--- src/rtl/norz_cint_pkg.sv ---
// norz_cint_pkg: shared definitions for the CINT entry sequencer.
//   - state enum (PUSH_FL exists only when CINT_PUSH_FLAGS_EN is defined)
//   - default vector table base in the IOP low page
//   - address/data widths and stack frame size (2 or 3 bytes, macro selected)
//   - vector_addr(): table entry address, wrapping modulo 2^16
// Configuration macro: CINT_PUSH_FLAGS_EN
package norz_cint_pkg;

  localparam int ADDR_W = 16;
  localparam int DATA_W = 8;

  localparam logic [ADDR_W-1:0] VECTOR_BASE_DEFAULT = 16'hFF00;

`ifdef CINT_PUSH_FLAGS_EN
  localparam logic [ADDR_W-1:0] FRAME_SIZE = 16'd3;

  typedef enum logic [2:0] {
    ST_IDLE     = 3'd0,
    ST_PUSH_FL  = 3'd1,
    ST_PUSH_HI  = 3'd2,
    ST_PUSH_LO  = 3'd3,
    ST_FETCH_LO = 3'd4,
    ST_FETCH_HI = 3'd5,
    ST_LOAD     = 3'd6
  } cint_state_t;
`else
  localparam logic [ADDR_W-1:0] FRAME_SIZE = 16'd2;

  typedef enum logic [2:0] {
    ST_IDLE     = 3'd0,
    ST_PUSH_HI  = 3'd2,
    ST_PUSH_LO  = 3'd3,
    ST_FETCH_LO = 3'd4,
    ST_FETCH_HI = 3'd5,
    ST_LOAD     = 3'd6
  } cint_state_t;
`endif

  // Each table entry is two bytes; the sum wraps naturally at 16 bits.
  function automatic logic [ADDR_W-1:0] vector_addr(input logic [ADDR_W-1:0] base,
                                                    input logic [3:0] vec);
    vector_addr = base + {11'd0, vec, 1'b0};
  endfunction

endpackage

--- src/rtl/cint_sequencer.sv ---
// cint_sequencer: runs the CINT entry sequence after the decoder raises
// enable_cint: push return address (and flags when CINT_PUSH_FLAGS_EN is
// defined), fetch the 16-bit handler address from the vector table, then
// strobe pc_load/sp_load/int_mask_set together for one cycle.
//
// Ports:
//   clk, not_reset          clock, asynchronous active-low reset
//   enable_cint             one-cycle request (ignored unless idle)
//   cint_vector, pc_in,
//   sp_in, flags_in         operands latched on accept
//   mem_req/we/addr/wdata   memory port request side (all registered)
//   mem_rdata, mem_ack      memory port response; transfer on req&ack edge
//   pc_out, sp_out          new PC / SP, valid with the load strobes
//   pc_load, sp_load,
//   int_mask_set            coincident one-cycle strobes
//   busy                    high whenever not idle
//
// Configuration macro: CINT_PUSH_FLAGS_EN (adds the flags push, 3-byte frame).
module cint_sequencer
  import norz_cint_pkg::*;
#(
  parameter logic [15:0] VECTOR_BASE = VECTOR_BASE_DEFAULT
) (
  input  logic              clk,
  input  logic              not_reset,
  input  logic              enable_cint,
  input  logic [3:0]        cint_vector,
  input  logic [ADDR_W-1:0] pc_in,
  input  logic [ADDR_W-1:0] sp_in,
  input  logic [DATA_W-1:0] flags_in,
  output logic              mem_req,
  output logic              mem_we,
  output logic [ADDR_W-1:0] mem_addr,
  output logic [DATA_W-1:0] mem_wdata,
  input  logic [DATA_W-1:0] mem_rdata,
  input  logic              mem_ack,
  output logic [ADDR_W-1:0] pc_out,
  output logic              pc_load,
  output logic [ADDR_W-1:0] sp_out,
  output logic              sp_load,
  output logic              int_mask_set,
  output logic              busy
);

  cint_state_t       state;
  logic [3:0]        vec_r;
  logic [ADDR_W-1:0] pc_r;
  logic [ADDR_W-1:0] sp_r;
  logic [DATA_W-1:0] lo_r;
  logic              xfer;

`ifndef CINT_PUSH_FLAGS_EN
  // flags are not pushed in this build
  logic unused_flags;
  assign unused_flags = ^flags_in;
`endif

  // mem_req is a register, so ack is only honoured while a request is up.
  assign xfer = mem_req & mem_ack;

  // Sequencer FSM; every output is registered and set for the state being entered.
  always_ff @(posedge clk or negedge not_reset) begin
    if (!not_reset) begin
      state        <= ST_IDLE;
      vec_r        <= 4'd0;
      pc_r         <= 16'd0;
      sp_r         <= 16'd0;
      lo_r         <= 8'd0;
      mem_req      <= 1'b0;
      mem_we       <= 1'b0;
      mem_addr     <= 16'd0;
      mem_wdata    <= 8'd0;
      pc_out       <= 16'd0;
      pc_load      <= 1'b0;
      sp_out       <= 16'd0;
      sp_load      <= 1'b0;
      int_mask_set <= 1'b0;
      busy         <= 1'b0;
    end else begin
      case (state)
        ST_IDLE: begin
          if (enable_cint) begin
            vec_r    <= cint_vector;
            pc_r     <= pc_in;
            sp_r     <= sp_in;
            busy     <= 1'b1;
            mem_req  <= 1'b1;
            mem_we   <= 1'b1;
            mem_addr <= sp_in - 16'd1;
`ifdef CINT_PUSH_FLAGS_EN
            state     <= ST_PUSH_FL;
            mem_wdata <= flags_in;
`else
            state     <= ST_PUSH_HI;
            mem_wdata <= pc_in[15:8];
`endif
          end
        end
`ifdef CINT_PUSH_FLAGS_EN
        ST_PUSH_FL: begin
          if (xfer) begin
            state     <= ST_PUSH_HI;
            mem_addr  <= sp_r - 16'd2;
            mem_wdata <= pc_r[15:8];
          end
        end
`endif
        ST_PUSH_HI: begin
          // the low byte always lands at the bottom of the frame
          if (xfer) begin
            state     <= ST_PUSH_LO;
            mem_addr  <= sp_r - FRAME_SIZE;
            mem_wdata <= pc_r[7:0];
          end
        end
        ST_PUSH_LO: begin
          if (xfer) begin
            state     <= ST_FETCH_LO;
            mem_we    <= 1'b0;
            mem_addr  <= vector_addr(VECTOR_BASE, vec_r);
            mem_wdata <= 8'd0;
          end
        end
        ST_FETCH_LO: begin
          if (xfer) begin
            state    <= ST_FETCH_HI;
            lo_r     <= mem_rdata;
            mem_addr <= mem_addr + 16'd1;
          end
        end
        ST_FETCH_HI: begin
          if (xfer) begin
            state        <= ST_LOAD;
            mem_req      <= 1'b0;
            mem_addr     <= 16'd0;
            pc_out       <= {mem_rdata, lo_r};
            sp_out       <= sp_r - FRAME_SIZE;
            pc_load      <= 1'b1;
            sp_load      <= 1'b1;
            int_mask_set <= 1'b1;
          end
        end
        ST_LOAD: begin
          state        <= ST_IDLE;
          pc_load      <= 1'b0;
          sp_load      <= 1'b0;
          int_mask_set <= 1'b0;
          busy         <= 1'b0;
        end
        default: begin
          state        <= ST_IDLE;
          mem_req      <= 1'b0;
          mem_we       <= 1'b0;
          pc_load      <= 1'b0;
          sp_load      <= 1'b0;
          int_mask_set <= 1'b0;
          busy         <= 1'b0;
        end
      endcase
    end
  end

endmodule
--- config.mk ---
export PLATFORM = sky130hd
export DESIGN_NAME = cint_sequencer
export DESIGN_NICKNAME = d
export VERILOG_FILES = /design/src/rtl/norz_cint_pkg.sv /design/src/rtl/cint_sequencer.sv
export SDC_FILE = /design/constraint.sdc
export NUM_CORES = 1
export LEC_CHECK = 0
export BUFFER_PORTS_ARGS = -buffer_cell sky130_fd_sc_hd__buf_2
export CORE_MARGIN = 2
export CORE_UTILIZATION = 58
export DETAILED_ROUTE_END_ITERATION = 8
export PLACE_DENSITY = 0.85
export SETUP_SLACK_MARGIN = 0.15
export SLEW_MARGIN = 5
export SYNTH_ARGS = -nofsm -noshare
export SYNTH_HDL_FRONTEND = slang
export SYNTH_SLANG_ARGS = --single-unit
--- constraint.sdc ---
create_clock -name clk -period 7.6 [get_ports clk]
set_input_delay 1.14 -clock clk [delete_from_list [all_inputs] [get_ports clk]]
set_output_delay 1.14 -clock clk [all_outputs]
set_load 0.05 [all_outputs]
## After elaboration in Yosys (flattened, before gate mapping)

Index checks and enable logic that the tools add are counted.

- Register bits after elaboration: 99
- Bits of input ports: 56
- Output and inout port bits: 62
- Logic and storage cells: 72

- Add/sub/neg operators: 4
- Equal/unequal tests: 10
- Muxes and demuxes: 23
- Bitwise operators: 5
- Reductions and logical operators: 17

Operator list:

| kind | number |
|---|---|
| two-way mux 16 bit | 5 |
| case mux 16 bit (5 select lines) | 1 |
| two-way mux 8 bit | 3 |
| case mux 8 bit (3 select lines) | 1 |
| adder 16 x 1 -> 16 bit, second input constant | 1 |
| OR reduction 4 bit | 4 |
| subtractor 16 x 1 -> 16 bit, second input constant | 1 |
| subtractor 16 x 2 -> 16 bit, second input constant | 1 |
| two-way mux 3 bit | 5 |
| case mux 3 bit (5 select lines) | 1 |
| adder 9 x 6 -> 10 bit, first input constant | 1 |
| != test 2 bit, second input constant | 5 |
| AND reduction 2 bit | 5 |
| == test 3 bit, second input constant | 3 |
| == test 3 x 2 -> 1 bit, second input constant | 2 |
| case mux 1 bit (3 select lines) | 2 |
| AND reduction 3 bit | 2 |
| AND reduction 6 bit | 1 |
| AND reduction 5 bit | 1 |
| nonzero test 5 bit | 1 |
| inverter 1 bit | 4 |
| case mux 1 bit (2 select lines) | 2 |
| AND reduction 4 bit | 1 |
| logical NOT 3 bit | 1 |
| 3 further kinds | 5 |

## Longest topological paths before layout

- Depth in word-level cells: 4
- Gate-level depth with buffers: 8
- Gate-level depth less buffers: 7

## Least setup slack after synthesis

OpenSTA, ideal clock, no wires.

- Kind: input to register
- Start: input port sp_in[2]
- End: register mem_addr[11]
- Library setup time: 0.140 ns
- Arrival: 2.682 ns
- Required time: 7.460 ns
- Path slack: 4.778 ns
- Cell stages on the path: 5
- Cell sequence: or4_1 nor4_4 mux2i_1 a2111oi_0 a211oi_1

- Longest elaborated chain between the ends: 3

Ends and longest elaborated chain:

| item | line | source |
|---|---|---|
| start: declaration | cint_sequencer.sv:29 | `input logic [ADDR_W-1:0] sp_in,` |
| subtractor 16 x 1 -> 16 bit | cint_sequencer.sv:89 | `mem_addr <= sp_in - 16'd1;` |
| two-way mux 16 bit | cint_sequencer.sv:82 | `if (enable_cint) begin` |
| case mux 16 bit (5 select lines) | cint_sequencer.sv:80 | `case (state)` |
| end signal: assignment | cint_sequencer.sv:89 |  |
| end signal: assignment | cint_sequencer.sv:112 | `mem_addr <= sp_r - FRAME_SIZE;` |
| end signal: assignment | cint_sequencer.sv:120 | `mem_addr <= vector_addr(VECTOR_BASE, vec_r);` |
| end: declaration | cint_sequencer.sv:33 | `output logic [ADDR_W-1:0] mem_addr,` |

No other way between the ends. The select of a mux whose other input is x is not followed.
A chain may end at the register's enable or synchronous reset.

## Worst setup path after layout

- Start: register state[2]
- End: register lo_r[0]

- Longest elaborated chain between the ends: 2

Ends and longest elaborated chain:

| item | line | source |
|---|---|---|
| start: declaration | cint_sequencer.sv:45 | `cint_state_t state;` |
| start signal: assignment | cint_sequencer.sv:64 | `state <= ST_IDLE;` |
| start signal: assignment | cint_sequencer.sv:94 | `state <= ST_PUSH_HI;` |
| start signal: assignment | cint_sequencer.sv:111 | `state <= ST_PUSH_LO;` |
| == test 3 bit | cint_sequencer.sv:80 |  |
| AND reduction 2 bit (no line) | n/a |  |
| end signal: assignment | cint_sequencer.sv:127 | `lo_r <= mem_rdata;` |
| end: declaration | cint_sequencer.sv:49 | `logic [DATA_W-1:0] lo_r;` |

No other way between the ends.

==> flow_metrics.env <==
export IMPL_drt_iter0_drc=276
export IMPL_yosys_top_cells_area="dfrtp_1 49%, mux2_2 7.5%, nand2_1 7.3%"
export IMPL_drv_slew=0
export IMPL_sequential_cell_area_um2=2480
export IMPL_internal_power_mw=1.37
export IMPL_place_ws_ns=4.44
export IMPL_fillers=704
export IMPL_clkSinkCount=99
export IMPL_grt_pass1_wl_um=21200
export IMPL_io_buffers=109
export IMPL_path_clk_slew_ns=0.11
export IMPL_clock_power_share_pct=12.8
export IMPL_htreeDepth=3
export IMPL_synth_edf_count=0
export IMPL_drv_cap=0
export IMPL_swShare_pct=50.4
export IMPL_power_switching_mw=1.39
export IMPL_grt_usage_pct=27.7
export IMPL_viasPerCell=5.98
export IMPL_power_frac_comb_pct=51.6
export IMPL_synthesis_instances=534
export IMPL_cp_max_fo=19
export IMPL_cp_start_kind="register"
export IMPL_ys_types=58
export IMPL_cts_buffers=9
export IMPL_grt_overflow=0
export IMPL_synth_top_area_cell="dfrtp_1"
export IMPL_finalNonFillerCells=742
export IMPL_wl_um=12900
export IMPL_ios=118
export IMPL_gp_congestion=0.944
export IMPL_synthFlopType="dfrtp_1"
export IMPL_hp_class="reg -> reg"
export IMPL_status="complete, no violations"
export IMPL_initial_core_util_pct=59.1
export IMPL_synth_warnings=0
export IMPL_setup_ws_ns=4.65
export IMPL_synth_top_area_share_pct=48.8
export IMPL_antennaDiodeCount=0
export IMPL_rsz0062_at_grt="no"
export IMPL_yosys_top_cells_count="99 x dfrtp_1, 99 x nand2_1, 38 x nor2_1, 36 x o21ai_0, 34 x mux2_2"
export IMPL_drc_errors=0
export IMPL_cts_setup_buffers=0
export IMPL_die_area_um2=9510
export IMPL_synth_seq_cells=99
export IMPL_seq_power_share_pct=35.6
export IMPL_netlist_area_um2=5070
export IMPL_coreArea_um2=8590
export IMPL_cts_resized=0
export IMPL_worstSetupPathType="reg -> reg"
export IMPL_area_growth_pct=15.9
export IMPL_final_nets=688
export IMPL_cellPowerDensity_nw_per_um2=469
export IMPL_clk_path_buf_depth=2
export IMPL_antenna_found_initial=0
export IMPL_syn_num_nets=593
export IMPL_die_y_um=97.5
export IMPL_end_kind="register"
export IMPL_finalSetupTns_ns=0
export IMPL_r2r_slack_ns=4.65
export IMPL_min_period_ns=2.95
export IMPL_multi_input_area_um2=2440
export IMPL_rows=34
export IMPL_fin_total_pwr_mw=2.76
export IMPL_total_leakage_power_nw=2.79
export IMPL_hold_viol=0
export IMPL_grt_start_max_net_pins=73
export IMPL_worstPathRequired_ns=7.86
export IMPL_relSlewSlack_pct=19.3
export IMPL_dp_hpwl_um=9280
export IMPL_ys_seq_area_share_pct=48.8
export IMPL_period_share_pct=38.8
export IMPL_finalSetupViolCount=0
export IMPL_wl_per_cell_um=17.4
export IMPL_detail_route_antenna_nets=0
export IMPL_finClkSkew_ns=0.0123
export IMPL_synth_area_per_cell_um2=9.50
export IMPL_grt_pass1_vias=4349
export IMPL_chipWidth_um=97.5
export IMPL_insertion_delay_ns=0.38
export IMPL_cts_hold_buf=0
export IMPL_dp_cells=726
export IMPL_fmax_mhz=339
export IMPL_ir_worst_vdd_uv=249
export IMPL_cts_tree="built"
export IMPL_critical_path_arrival_ns=3.21
export IMPL_cts_root_buffer="clkbuf_8"
export IMPL_final_layout_size_suffix_gt1_share_pct=27.0
export IMPL_dr_pass1_iters=5
export IMPL_num_vias=4436
export IMPL_worstMarginPinSlew_ns=1.21
export IMPL_synthArstFlopShare_pct=100
==> power by group through the flow <==
stage          registers [mW]  logic [mW]  clock network [mW]
6_report                0.982        1.42               0.353
4_1_cts                 0.976        1.43               0.355
2_1_floorplan            1.35       0.680                   0
3_3_place_gp            0.970        1.39                   0
5_1_grt                  1.02        1.53               0.376
3_5_place_dp            0.985        1.42                   0
==> worst max-delay path, stage by stage, from the launching register on <==
cell,delay (ns)
dfrtp_1,0.72
nor2b_1,0.59
nand2_1,0.40
nor2_1,0.71
mux2_2,0.41
==> layout by cell type (no fill, tap or decap), drive strengths merged, types with 9 or more instances in the layout <==
cell / count
a21oi: 30
and3: 13
buf: 115
clkbuf: 9
dfrtp: 99
inv: 10
mux2: 34
nand2: 99
nor2: 38
nor3: 13
nor4: 11
o21ai: 36
xnor2: 17
xor2: 13
==> per-layer routing <==
layer,vias to the layer above,routed length [um],global-route usage (%)
met2,166,6190,45.4
met4,0,318,10.6
li1,2079,-,-
met3,28,785,4.82
met1,2163,5630,37.0
met5,-,0,0
==> per-stage QoR <==
step,cell area [um2],utilization [%],hold slack (ns)
floorplan,5070,-,0.435
global placement,5680,66.1,0.442
detailed placement,5680,66.1,0.452
CTS,5880,68.4,0.477
global route,5880,68.4,0.496
finish,5880,68.4,0.473
==> layout make-up <==
type                       instances  share of cell area [%]
clock buffer                       9                    2.11
clock inverter                     7                    1.30
inverter                           8                   0.511
multi-input combinational        396                    41.6
sequential                        99                    42.1
tap                              108                    2.30
timing repair buffer             115                    10.1
==> final timing paths <==
check | start | to | cells after the start
max | state[2] | lo_r[0] | 4
min | lo_r[2] | pc_out[2] | 2
min reg2reg | lo_r[2] | pc_out[2] | 2
max in group asynchronous | not_reset | pc_r[6] | 2
min in group asynchronous | not_reset | sp_out[1] | 1
max reg2reg | state[2] | lo_r[0] | 4
==> cell families after synthesis <==
logic type / synth area share, %
AND/OR/NAND/NOR: 20.5
AO/OA/AOI/OAI: 13.5
flip-flops: 48.8
buffers and inverters: 3.13
multiplexers: 8.14
XOR/XNOR: 5.18
adder cells (fa/ha/maj): 0.740
==> sequential cells by signal, summed over array words and instances, names as in the netlist <==
register,count
state,3
pc_out,16
busy,1
mem_addr,16
mem_we,1
pc_r,8
lo_r,8
mem_req,1
mem_wdata,8
vec_r,4
int_mask_set,1
sp_out,16
sp_r,16
Note: power is estimated with default switching activity, not from simulation.
